[config.mk]
export PLATFORM = sky130hd
export DESIGN_NAME = conv_result_writer
export DESIGN_NICKNAME = d
export VERILOG_FILES = /design/src/rtl/conv_pkg.sv /design/src/rtl/conv_result_writer_tile_fifo.sv /design/src/rtl/conv_result_writer.sv
export SDC_FILE = /design/constraint.sdc
export NUM_CORES = 1
export LEC_CHECK = 0
export CORE_MARGIN = 2
export CORE_UTILIZATION = 29
export CTS_CLUSTER_SIZE = 30
export DETAILED_ROUTE_END_ITERATION = 10
export DONT_BUFFER_PORTS = 1
export MAX_ROUTING_LAYER = met4
export PLACE_DENSITY = 0.44
export SYNTH_ARGS = -nofsm -noshare
export SYNTH_HDL_FRONTEND = slang
export SYNTH_SLANG_ARGS = --single-unit
[constraint.sdc]
create_clock -name clk -period 10.45 [get_ports clk]
set_input_delay 1.5675 -clock clk [delete_from_list [all_inputs] [get_ports clk]]
set_output_delay 1.5675 -clock clk [all_outputs]
set_load 0.02 [all_outputs]
[src/rtl/conv_pkg.sv]
// Shared constants and drain-FSM state type for the convolution result writer.
package conv_pkg;

  localparam int DATA_WIDTH = 16;
  localparam int PARA_X     = 3;
  localparam int PARA_Y     = 3;
  localparam int ADDR_WIDTH = 16;
  localparam int FIFO_DEPTH = 2;

  typedef enum logic {
    IDLE  = 1'b0,
    DRAIN = 1'b1
  } drain_state_e;

endpackage

[src/rtl/conv_result_writer_tile_fifo.sv]
// Register FIFO holding whole result tiles. A push is accepted while full
// provided the head is popped in the same cycle.
module tile_fifo #(
  parameter int WIDTH = 144,
  parameter int DEPTH = 2
) (
  input  logic                     clk,
  input  logic                     rst,
  input  logic                     push,
  input  logic [WIDTH-1:0]         push_data,
  input  logic                     pop,
  output logic [WIDTH-1:0]         head,
  output logic                     full,
  output logic                     empty,
  output logic [$clog2(DEPTH):0]   count
);

  localparam int PTR_W = $clog2(DEPTH);
  localparam int CNT_W = PTR_W + 1;

  logic [PTR_W-1:0] rd_ptr;
  logic [PTR_W-1:0] wr_ptr;
  logic [WIDTH-1:0] mem [DEPTH];
  logic             do_push;
  logic             do_pop;

  assign full    = (count == CNT_W'(DEPTH));
  assign empty   = (count == '0);
  assign do_pop  = pop && !empty;
  assign do_push = push && (!full || do_pop);
  assign head    = mem[rd_ptr];

  // Pointer and occupancy bookkeeping.
  always_ff @(posedge clk or negedge rst) begin
    // NOTE: sequential state uses non-blocking assignments so every register
    // samples the pre-edge values of the others.
    if (!rst) begin
      rd_ptr <= '0;
      wr_ptr <= '0;
      count  <= '0;
    end else begin
      if (do_push) wr_ptr <= wr_ptr + PTR_W'(1);
      if (do_pop)  rd_ptr <= rd_ptr + PTR_W'(1);
      case ({do_push, do_pop})
        2'b10:   count <= count + CNT_W'(1);
        2'b01:   count <= count - CNT_W'(1);
        default: count <= count;
      endcase
    end
  end

  // Tile storage write port.
  always_ff @(posedge clk) begin
    // NOTE: storage is deliberately not reset; contents are only observed
    // through head while count says the slot holds a valid tile.
    if (do_push) mem[wr_ptr] <= push_data;
  end

endmodule

[src/rtl/conv_result_writer.sv]
// Result writer for the float16 convolution array: buffers result tiles and
// serialises them element by element onto a valid/ready write port with
// output-feature-map addressing.
// Optional build macro CONV_RESULT_WRITER_RELU_EN: when defined, elements
// with the sign bit set are written as zero.
module conv_result_writer #(
  parameter int DATA_WIDTH = conv_pkg::DATA_WIDTH,
  parameter int PARA_X     = conv_pkg::PARA_X,
  parameter int PARA_Y     = conv_pkg::PARA_Y,
  parameter int ADDR_WIDTH = conv_pkg::ADDR_WIDTH,
  parameter int FIFO_DEPTH = conv_pkg::FIFO_DEPTH
) (
  input  logic                                clk,
  input  logic                                rst,
  input  logic                                start,
  input  logic [ADDR_WIDTH-1:0]               base_addr,
  input  logic [ADDR_WIDTH-1:0]               row_stride,
  input  logic [7:0]                          tiles_per_row,
  input  logic                                result_ready,
  input  logic [PARA_X*PARA_Y*DATA_WIDTH-1:0] result_buffer,
  output logic                                wr_valid,
  input  logic                                wr_ready,
  output logic [ADDR_WIDTH-1:0]               wr_addr,
  output logic [DATA_WIDTH-1:0]               wr_data,
  output logic                                tile_done,
  output logic                                busy,
  output logic                                overflow
);

  localparam int NUM_ELEM = PARA_X * PARA_Y;
  localparam int TILE_W   = NUM_ELEM * DATA_WIDTH;
  localparam int IDX_W    = (NUM_ELEM > 1) ? $clog2(NUM_ELEM) : 1;
  localparam int COL_W    = (PARA_Y > 1) ? $clog2(PARA_Y) : 1;
  localparam int CNT_W    = $clog2(FIFO_DEPTH) + 1;

  conv_pkg::drain_state_e state, state_n;

  logic [TILE_W-1:0]     head_tile;
  logic                  fifo_full;
  logic                  fifo_empty;
  logic [CNT_W-1:0]      fifo_count;

  logic [ADDR_WIDTH-1:0] row_stride_q;
  logic [7:0]            tiles_per_row_q;
  logic [ADDR_WIDTH-1:0] row_base;
  logic [ADDR_WIDTH-1:0] tile_base;
  logic [7:0]            tile_col;
  logic [IDX_W-1:0]      elem_idx;
  logic [COL_W-1:0]      col;
  logic [ADDR_WIDTH-1:0] row_off;     // r * row_stride, kept incrementally

  logic [DATA_WIDTH-1:0] elem;
  logic [DATA_WIDTH-1:0] elem_out;
  logic                  start_ok;
  logic                  xfer;
  logic                  last_elem;
  logic                  pop;
  logic                  next_nonempty;

  assign start_ok  = start && !busy && !result_ready;
  assign xfer      = (state == conv_pkg::DRAIN) && wr_ready;
  assign last_elem = (elem_idx == IDX_W'(NUM_ELEM - 1));
  assign pop       = xfer && last_elem;
  assign busy      = !fifo_empty;
  // Occupancy after the coming edge; lets the FSM enter DRAIN on the capture
  // edge itself and skip the bubble between queued tiles.
  assign next_nonempty = result_ready ||
                         !(fifo_empty || ((fifo_count == CNT_W'(1)) && pop));

  tile_fifo #(
    .WIDTH (TILE_W),
    .DEPTH (FIFO_DEPTH)
  ) u_tile_fifo (
    .clk       (clk),
    .rst       (rst),
    .push      (result_ready),
    .push_data (result_buffer),
    .pop       (pop),
    .head      (head_tile),
    .full      (fifo_full),
    .empty     (fifo_empty),
    .count     (fifo_count)
  );

  // Select the current element of the head tile and apply optional ReLU.
  always_comb begin
    // NOTE: every always_comb output gets a default first so no path leaves
    // it unassigned, which would otherwise infer a latch.
    elem = '0;
    for (int k = 0; k < NUM_ELEM; k++) begin
      if (elem_idx == IDX_W'(k)) elem = head_tile[k*DATA_WIDTH +: DATA_WIDTH];
    end
`ifdef CONV_RESULT_WRITER_RELU_EN
    elem_out = elem[DATA_WIDTH-1] ? '0 : elem;
`else
    elem_out = elem;
`endif
  end

  // Drain FSM state register.
  always_ff @(posedge clk or negedge rst) begin
    if (!rst) state <= conv_pkg::IDLE;
    else      state <= state_n;
  end

  // Drain FSM next state and write-port outputs.
  always_comb begin
    state_n  = state;
    wr_valid = 1'b0;
    wr_addr  = '0;
    wr_data  = '0;
    case (state)
      conv_pkg::IDLE: begin
        if (next_nonempty) state_n = conv_pkg::DRAIN;
      end
      conv_pkg::DRAIN: begin
        wr_valid = 1'b1;
        wr_addr  = tile_base + row_off + ADDR_WIDTH'(col);
        wr_data  = elem_out;
        if (!next_nonempty) state_n = conv_pkg::IDLE;
      end
      default: state_n = conv_pkg::IDLE;
    endcase
  end

  // Configuration, tile placement, element counters and status flags.
  always_ff @(posedge clk or negedge rst) begin
    if (!rst) begin
      row_stride_q    <= '0;
      tiles_per_row_q <= '0;
      row_base        <= '0;
      tile_base       <= '0;
      tile_col        <= '0;
      elem_idx        <= '0;
      col             <= '0;
      row_off         <= '0;
      tile_done       <= 1'b0;
      overflow        <= 1'b0;
    end else begin
      tile_done <= pop;

      if (start_ok) begin
        row_stride_q    <= row_stride;
        tiles_per_row_q <= tiles_per_row;
        row_base        <= base_addr;
        tile_base       <= base_addr;
        tile_col        <= '0;
        overflow        <= 1'b0;
      end else if (result_ready && fifo_full && !pop) begin
        overflow <= 1'b1;
      end

      if (xfer) begin
        if (last_elem) begin
          elem_idx <= '0;
          col      <= '0;
          row_off  <= '0;
          if (tile_col == tiles_per_row_q - 8'd1) begin
            tile_col  <= '0;
            row_base  <= row_base + ADDR_WIDTH'(PARA_X) * row_stride_q;
            tile_base <= row_base + ADDR_WIDTH'(PARA_X) * row_stride_q;
          end else begin
            tile_col  <= tile_col + 8'd1;
            tile_base <= tile_base + ADDR_WIDTH'(PARA_Y);
          end
        end else begin
          elem_idx <= elem_idx + IDX_W'(1);
          if (col == COL_W'(PARA_Y - 1)) begin
            col     <= '0;
            row_off <= row_off + row_stride_q;
          end else begin
            col <= col + COL_W'(1);
          end
        end
      end
    end
  end

endmodule

==> results of run 1 <==
-- report_power, final --
| group | leakage (nW) | internal, mW | switching (mW) |
|---|---|---|---|
| sequential | 3.84 | 2.10 | 0.359 |
| clock | 0.739 | 0.920 | 0.658 |
| combinational | 3.37 | 1.24 | 1.95 |
-- synth_stat cells, drive strengths merged (18+ instances only) --
cell / number
nor2: 59
and2: 28
a21oi: 44
edfxtp: 288
inv: 33
xor2: 25
buf: 18
o21ai: 83
xnor2: 39
nand2: 155
clkbuf: 54
mux2i: 132
and3: 21
ha: 68
o21a: 20
a31oi: 26
a221oi: 18
nor3: 24
o22ai: 32
dfrtp: 93
mux2: 33
fa: 19
-- state kept, by name, indices dropped and copies added (netlist names), 4 cells and up --
| signal | flops |
|---|---|
| u_tile_fifo.mem | 288 |
| row_base | 16 |
| row_off | 16 |
| row_stride_q | 16 |
| tile_base | 16 |
| tile_col | 8 |
| tiles_per_row_q | 8 |
| elem_idx | 4 |
-- final cells by class --
cell class,count,area [sq um]
clock inverter,28,297
multi-input combinational,981,7250
tap,846,1060
inverter,33,124
clock buffer,55,1190
fill,6309,42200
sequential,381,11000
antenna,24,60.1
timing repair buffer,13,97.6
-- layer usage --
metal  track usage  wire length, um  up-vias
met5             -                0        -
met4        0.0408              772        0
met3        0.0651             4760       59
met2         0.255            24500      259
met1         0.195            22300     5712
li1              -                -     5509
-- metrics by stage --
step	total power, mW	cell area, sq um	hold WS [ns]	instances
after floorplan	4.84	18600	0.461	1467
after global placement	5.69	19500	0.503	2254
after detailed placement	5.71	19500	0.503	2254
after CTS	7.33	21000	0.512	2337
after global routing	7.78	21100	0.542	2359
final	7.22	21100	0.502	2361
-- cells by family after synthesis --
logic type,share of synthesized area
buf+inv,0.0238
flops,0.589
simple gates,0.0940
mux,0.0908
xor+xnor,0.0305
compound gates,0.106
fa+ha+maj,0.0660
-- how the worst max path moves through the flow --
stage | startpoint | to | slack (ns) | cells past startpoint
5_1_grt | u_tile_fifo.rd_ptr | wr_data[7] | 4.26 | 7
3_5_place_dp | u_tile_fifo.rd_ptr | wr_data[7] | 5.07 | 7
4_1_cts | u_tile_fifo.rd_ptr | wr_data[7] | 4.43 | 7
2_1_floorplan | wr_ready | u_tile_fifo.mem[0][0] | 1.46 | 6
3_3_place_gp | u_tile_fifo.rd_ptr | wr_data[7] | 5.10 | 7
6_report | u_tile_fifo.rd_ptr | wr_data[7] | 4.45 | 7
==> flow_metrics.py, run 1 <==
metrics = {
    "clock_tree": {
        "cts_max_level": 2,
        "cts_tree": "built",
        "cts_max_path_buffers": 3,
        "cts_resized": 0,
        "cts_inserted_buffers": 45,
        "cts_setup_buffers": 0,
        "postCtsHoldBufs": 0,
        "cts-root-buf": "clkbuf_16",
        "clock_latency_ns": 0.60,
        "cts.sinks": 381,
        "clkTransAtPathRegs_ns": 0.06,
    },
    "hold_path": {
        "holdPathStages": 1,
        "hp-start": "u_tile_fifo.count[0]",
        "min_path_type": "reg2reg",
        "holdPathEnd": "u_tile_fifo.count[0]",
    },
    "route": {
        "avgRoutedWirePerCell_um": 22.2,
        "via_per_inst": 4.89,
        "routed_wl_um": 52300,
        "drcViolationCount": 0,
        "drt-initial-drc-count": 654,
        "ant_nets": 0,
        "num_vias": 11500,
        "dr.pass1.iters": 5,
    },
    "grt": {
        "grt_overflow": 0,
        "grt_max_degree": 94,
        "antenna_found_initial": 12,
        "grt_pass1_vias": 11800,
        "grt_pass1_wl_um": 78400,
        "grt.total_usage": 0.163,
    },
    "worst_setup_path": {
        "cp_top_family": "compound AO/OA/AOI/OAI gates",
        "endpoint_kind": "output port",
        "reg2reg_depth": 5,
        "startpoint_type": "flop",
        "r2r-start": "state",
        "crit_path_top_delay_cell": "dfrtp_4",
        "critPathArrivalTime_ns": 4.43,
        "cp_max_fo": 66,
        "rrSetupSlack_ns": 6.25,
        "required_ns": 8.88,
        "cp_slowest_stage_delay_ns": 1.04,
        "worstPathCellList": "buf_4 > mux2_2 > a221oi_1 > o21ai_1 > a31oi_1 > nor2_1 > o21a_1",
        "critPathKind": "reg2out",
        "crit_buf_inv": 1,
        "worstReg2RegEnd": "u_tile_fifo.mem[1][82]",
    },
    "yosys": {
        "ys_warn_count": 0,
        "synth_area_leader_cell": "edfxtp_1",
        "synth_nets": 1743,
        "synth_top_area_share": 0.464,
        "ys_seq_area_frac": 0.589,
        "synth_area_sq_mm": 0.0186,
        "synth_edf_count": 288,
        "synth.area.top_cells": "edfxtp_1 (46%), dfrtp_1 (12%), mux2i_1 (7.1%), ha_1 (4.6%), nand2_1 (3.1%)",
        "netlist_instances": 1467,
        "synth_ff_type": "edfxtp_1",
        "synth_cell_type_count": 70,
        "synth_seq_cells": 381,
        "avgSynthCellArea_sq_um": 12.7,
        "synth-async-reset-ratio": 0.244,
    },
    "floorplan": {
        "core-area_sq_mm": 0.0633,
        "die_x_um": 258,
        "ios": 225,
        "fp-row-count": 92,
        "start_util": 0.294,
        "die_y_um": 258,
        "dieArea_sq_mm": 0.0663,
    },
    "placement": {
        "place_congestion": 0.777,
        "dp_slack_ns": 5.07,
        "hpwl_um": 36400,
        "portBuffers": 0,
    },
    "cells_and_area": {
        "drive_above_1_share": 0.0892,
        "area_growth_pct": 13.0,
        "nNetsFinal": 1731,
        "mostFrequentLayoutCell": "edfxtp_1",
        "layout_common_cells": "edfxtp_1 (288), nand2_1 (155), mux2i_1 (132), dfrtp_1 (91), ha_1 (68)",
        "finish.utilization": 0.333,
    },
    "pwr": {
        "peakVddDrop_mv": 0.157,
        "leakage_nw": 7.95,
        "power_density_mw_per_mm2": 343,
    },
    "outcome": {
        "status": "finished clean",
    },
    "timing": {
        "max_freq_mhz": 167,
        "finalClockSkew_ns": 0.0191,
        "finalCritPeriodShare": 0.574,
        "tightest_slew_ns": 1.13,
        "fin_crit_ns": 6.00,
        "slew_headroom": 0.249,
        "setup_viol": 0,
        "fin_ws_ns": 4.45,
        "final_max_slew_viol_count": 0,
        "hold_viol": 0,
        "finalSetupTns_ns": 0,
        "rsz0062_at_grt": "false",
    },
    "run": {
        "cap_viol_max_count": 0,
    },
}
(Power assumes the default switching activity.)
==> run 2, diff against run 1 <==
--- a/config.mk
+++ b/config.mk
@@ -11,7 +11,7 @@
 export DETAILED_ROUTE_END_ITERATION = 10
 export DONT_BUFFER_PORTS = 1
 export MAX_ROUTING_LAYER = met4
-export PLACE_DENSITY = 0.44
+export PLACE_DENSITY = 0.45
 export SYNTH_ARGS = -nofsm -noshare
 export SYNTH_HDL_FRONTEND = slang
 export SYNTH_SLANG_ARGS = --single-unit
==> constraint.sdc (replaced) <==
create_clock -name clk -period 5.1 [get_ports clk]
set_input_delay 0.765 -clock clk [delete_from_list [all_inputs] [get_ports clk]]
set_output_delay 0.765 -clock clk [all_outputs]
set_load 0.02 [all_outputs]
==> flow_metrics.py, run 2 (synthesized netlist as in run 1, its figures left out) <==
metrics = {
    "cells_and_area": {
        "area_growth_pct": 13.0,
        "largest_reg_flops": 288,
        "nNetsFinal": 1741,
        "mostFrequentLayoutCell": "edfxtp_1",
        "finish.utilization": 0.333,
        "stdcell_area_sq_mm": 0.0211,
        "top_register": "u_tile_fifo.mem",
        "fillers": 6312,
        "layout_common_cells": "edfxtp_1 (288), nand2_1 (155), mux2i_1 (132), dfrtp_1 (92), ha_1 (68)",
        "drive_above_1_share": 0.0876,
    },
    "grt": {
        "grt_max_degree": 94,
        "grt_overflow": 0,
        "grt_pass1_vias": 11800,
        "antenna_found_initial": 6,
        "grt.total_usage": 0.157,
        "grt_pass1_wl_um": 76200,
    },
    "worst_setup_path": {
        "critPathLaunch": "tile_base[1]",
        "required_ns": 4.34,
        "crit_top_cell": "fa_1",
        "critPathArrivalTime_ns": 3.70,
        "reg2reg_depth": 11,
        "crit_path_top_delay_cell": "fa_1",
        "cp_max_fo": 4,
        "critPathKind": "reg2out",
        "worstReg2RegEnd": "tile_base[15]",
        "r2r-start": "row_stride_q[1]",
        "worstPathCellList": "fa_1 > ha_1 > inv_1 > fa_1 > nor2b_1 > o21a_1 > o21ai_1 > a211o_1 > a31oi_1 > or3_1 > and3_1",
        "startpoint_type": "flop",
        "cp_slowest_stage_delay_ns": 0.55,
        "endpoint_kind": "output port",
        "rrSetupSlack_ns": 1.69,
    },
    "outcome": {
        "status": "finished clean",
    },
    "pwr": {
        "power_density_mw_per_mm2": 699,
        "p_total_mw": 14.7,
        "leakage_nw": 7.95,
        "peakVddDrop_mv": 0.266,
    },
    "clock_tree": {
        "cts.sinks": 381,
        "cts_max_level": 2,
        "cts-root-buf": "clkbuf_16",
        "clock_latency_ns": 0.60,
        "cts_tree": "built",
        "cts_inserted_buffers": 45,
        "cts_max_path_buffers": 3,
        "clkTransAtPathRegs_ns": 0.06,
    },
    "floorplan": {
        "die_x_um": 258,
        "dieArea_sq_mm": 0.0663,
        "start_util": 0.294,
        "core-area_sq_mm": 0.0633,
        "fp-row-count": 92,
        "die_y_um": 258,
        "ios": 225,
    },
    "route": {
        "drt-initial-drc-count": 722,
        "num_vias": 11600,
        "avgRoutedWirePerCell_um": 21.7,
        "ant_nets": 0,
        "drcViolationCount": 0,
        "via_per_inst": 4.94,
        "dr.pass1.iters": 5,
        "routed_wl_um": 51100,
    },
    "run": {
        "cap_viol_max_count": 0,
    },
    "timing": {
        "rsz0062_at_grt": "false",
        "finalCritPeriodShare": 0.875,
        "tightest_slew_ns": 1.01,
        "max_freq_mhz": 224,
        "finalClockSkew_ns": 0.0450,
        "hold_viol": 0,
        "slew_headroom": 0.325,
        "finalSetupTns_ns": 0,
        "setup_viol": 0,
        "fin_crit_ns": 4.46,
        "final_max_slew_viol_count": 0,
        "whs_ns": 0.115,
    },
    "placement": {
        "portBuffers": 0,
        "hpwl_um": 36200,
        "place_congestion": 0.790,
        "dpl_cell_area_sq_mm": 0.0196,
    },
    "hold_path": {
        "min_path_type": "in2async",
    },
}
==> run 2: changes by cell type in the layout (fill, tap and decap cells not counted), sizes merged <==
cell      delta
diode       -11
buf         +10
clkinv       -5
bufinv       -4
clkbuf       +3
clkinvlp     +1
==> run 2: worst max path at each step <==
stage / endpoint / cells after the start / slack [ns]
after floorplan: u_tile_fifo.mem[0][0] / 6 / 0.95
after global placement: wr_addr[12] / 9 / 1.22
after detailed placement: wr_addr[12] / 9 / 1.20
after CTS: wr_addr[12] / 9 / 0.54
after global routing: wr_addr[13] / 11 / 0.42
final: wr_addr[13] / 11 / 0.64
==> run 2: where the power goes <==
group	switching [mW]	internal, mW	total (mW)
clock	1.33	1.68	3.01
combinational	4.19	2.61	6.80
sequential	0.627	4.29	4.91
total	6.14	8.58	14.7
==> run 2: timing repair <==
action / CTS / global route
endpoints found under the setup margin: 0 / 0
hold buffers: 1 / 0
endpoints found under the hold margin: 93 / 0
buffers inserted: 0 / 0
resized for setup: 0 / 0
==> run 2: layer usage <==
metal,vias up,track usage,wire (um)
li1,5506,-,-
met1,5766,0.191,21800
met2,306,0.243,23700
met3,61,0.0618,4730
met4,0,0.0408,924
met5,-,-,0
==> run 2: cell type report <==
type,instances,area (sq um),share of cell area
well taps,846,1060,0.0503
clock inverters,20,161,0.00766
flip-flops and latches,381,11000,0.521
inverters,33,124,0.00588
repair buffers,23,255,0.0121
multi-input cells,981,7250,0.344
diodes,13,32.5,0.00154
clock buffers,58,1200,0.0572
==> run 2: worst max-delay path, delay by kind of cell, from the launching register on <==
| family | cells | cell delay [ns] |
|---|---|---|
| AND/OR/NAND/NOR | 3 | 0.55 |
| adder cells (fa/ha/maj) | 3 | 1.17 |
| AO/OA/AOI/OAI | 4 | 0.87 |
| flip-flops | 1 | 0.44 |
| buffers and inverters | 1 | 0.08 |
==> run 2: stage by stage <==
| step | setup slack (ns) | cells |
|---|---|---|
| 6_report | 0.637 | 2355 |
| 5_1_grt | 0.419 | 2354 |
| 4_1_cts | 0.541 | 2342 |
| 3_5_place_dp | 1.20 | 2263 |
| 3_3_place_gp | 1.22 | 2263 |
| 2_1_floorplan | 0.951 | 1467 |
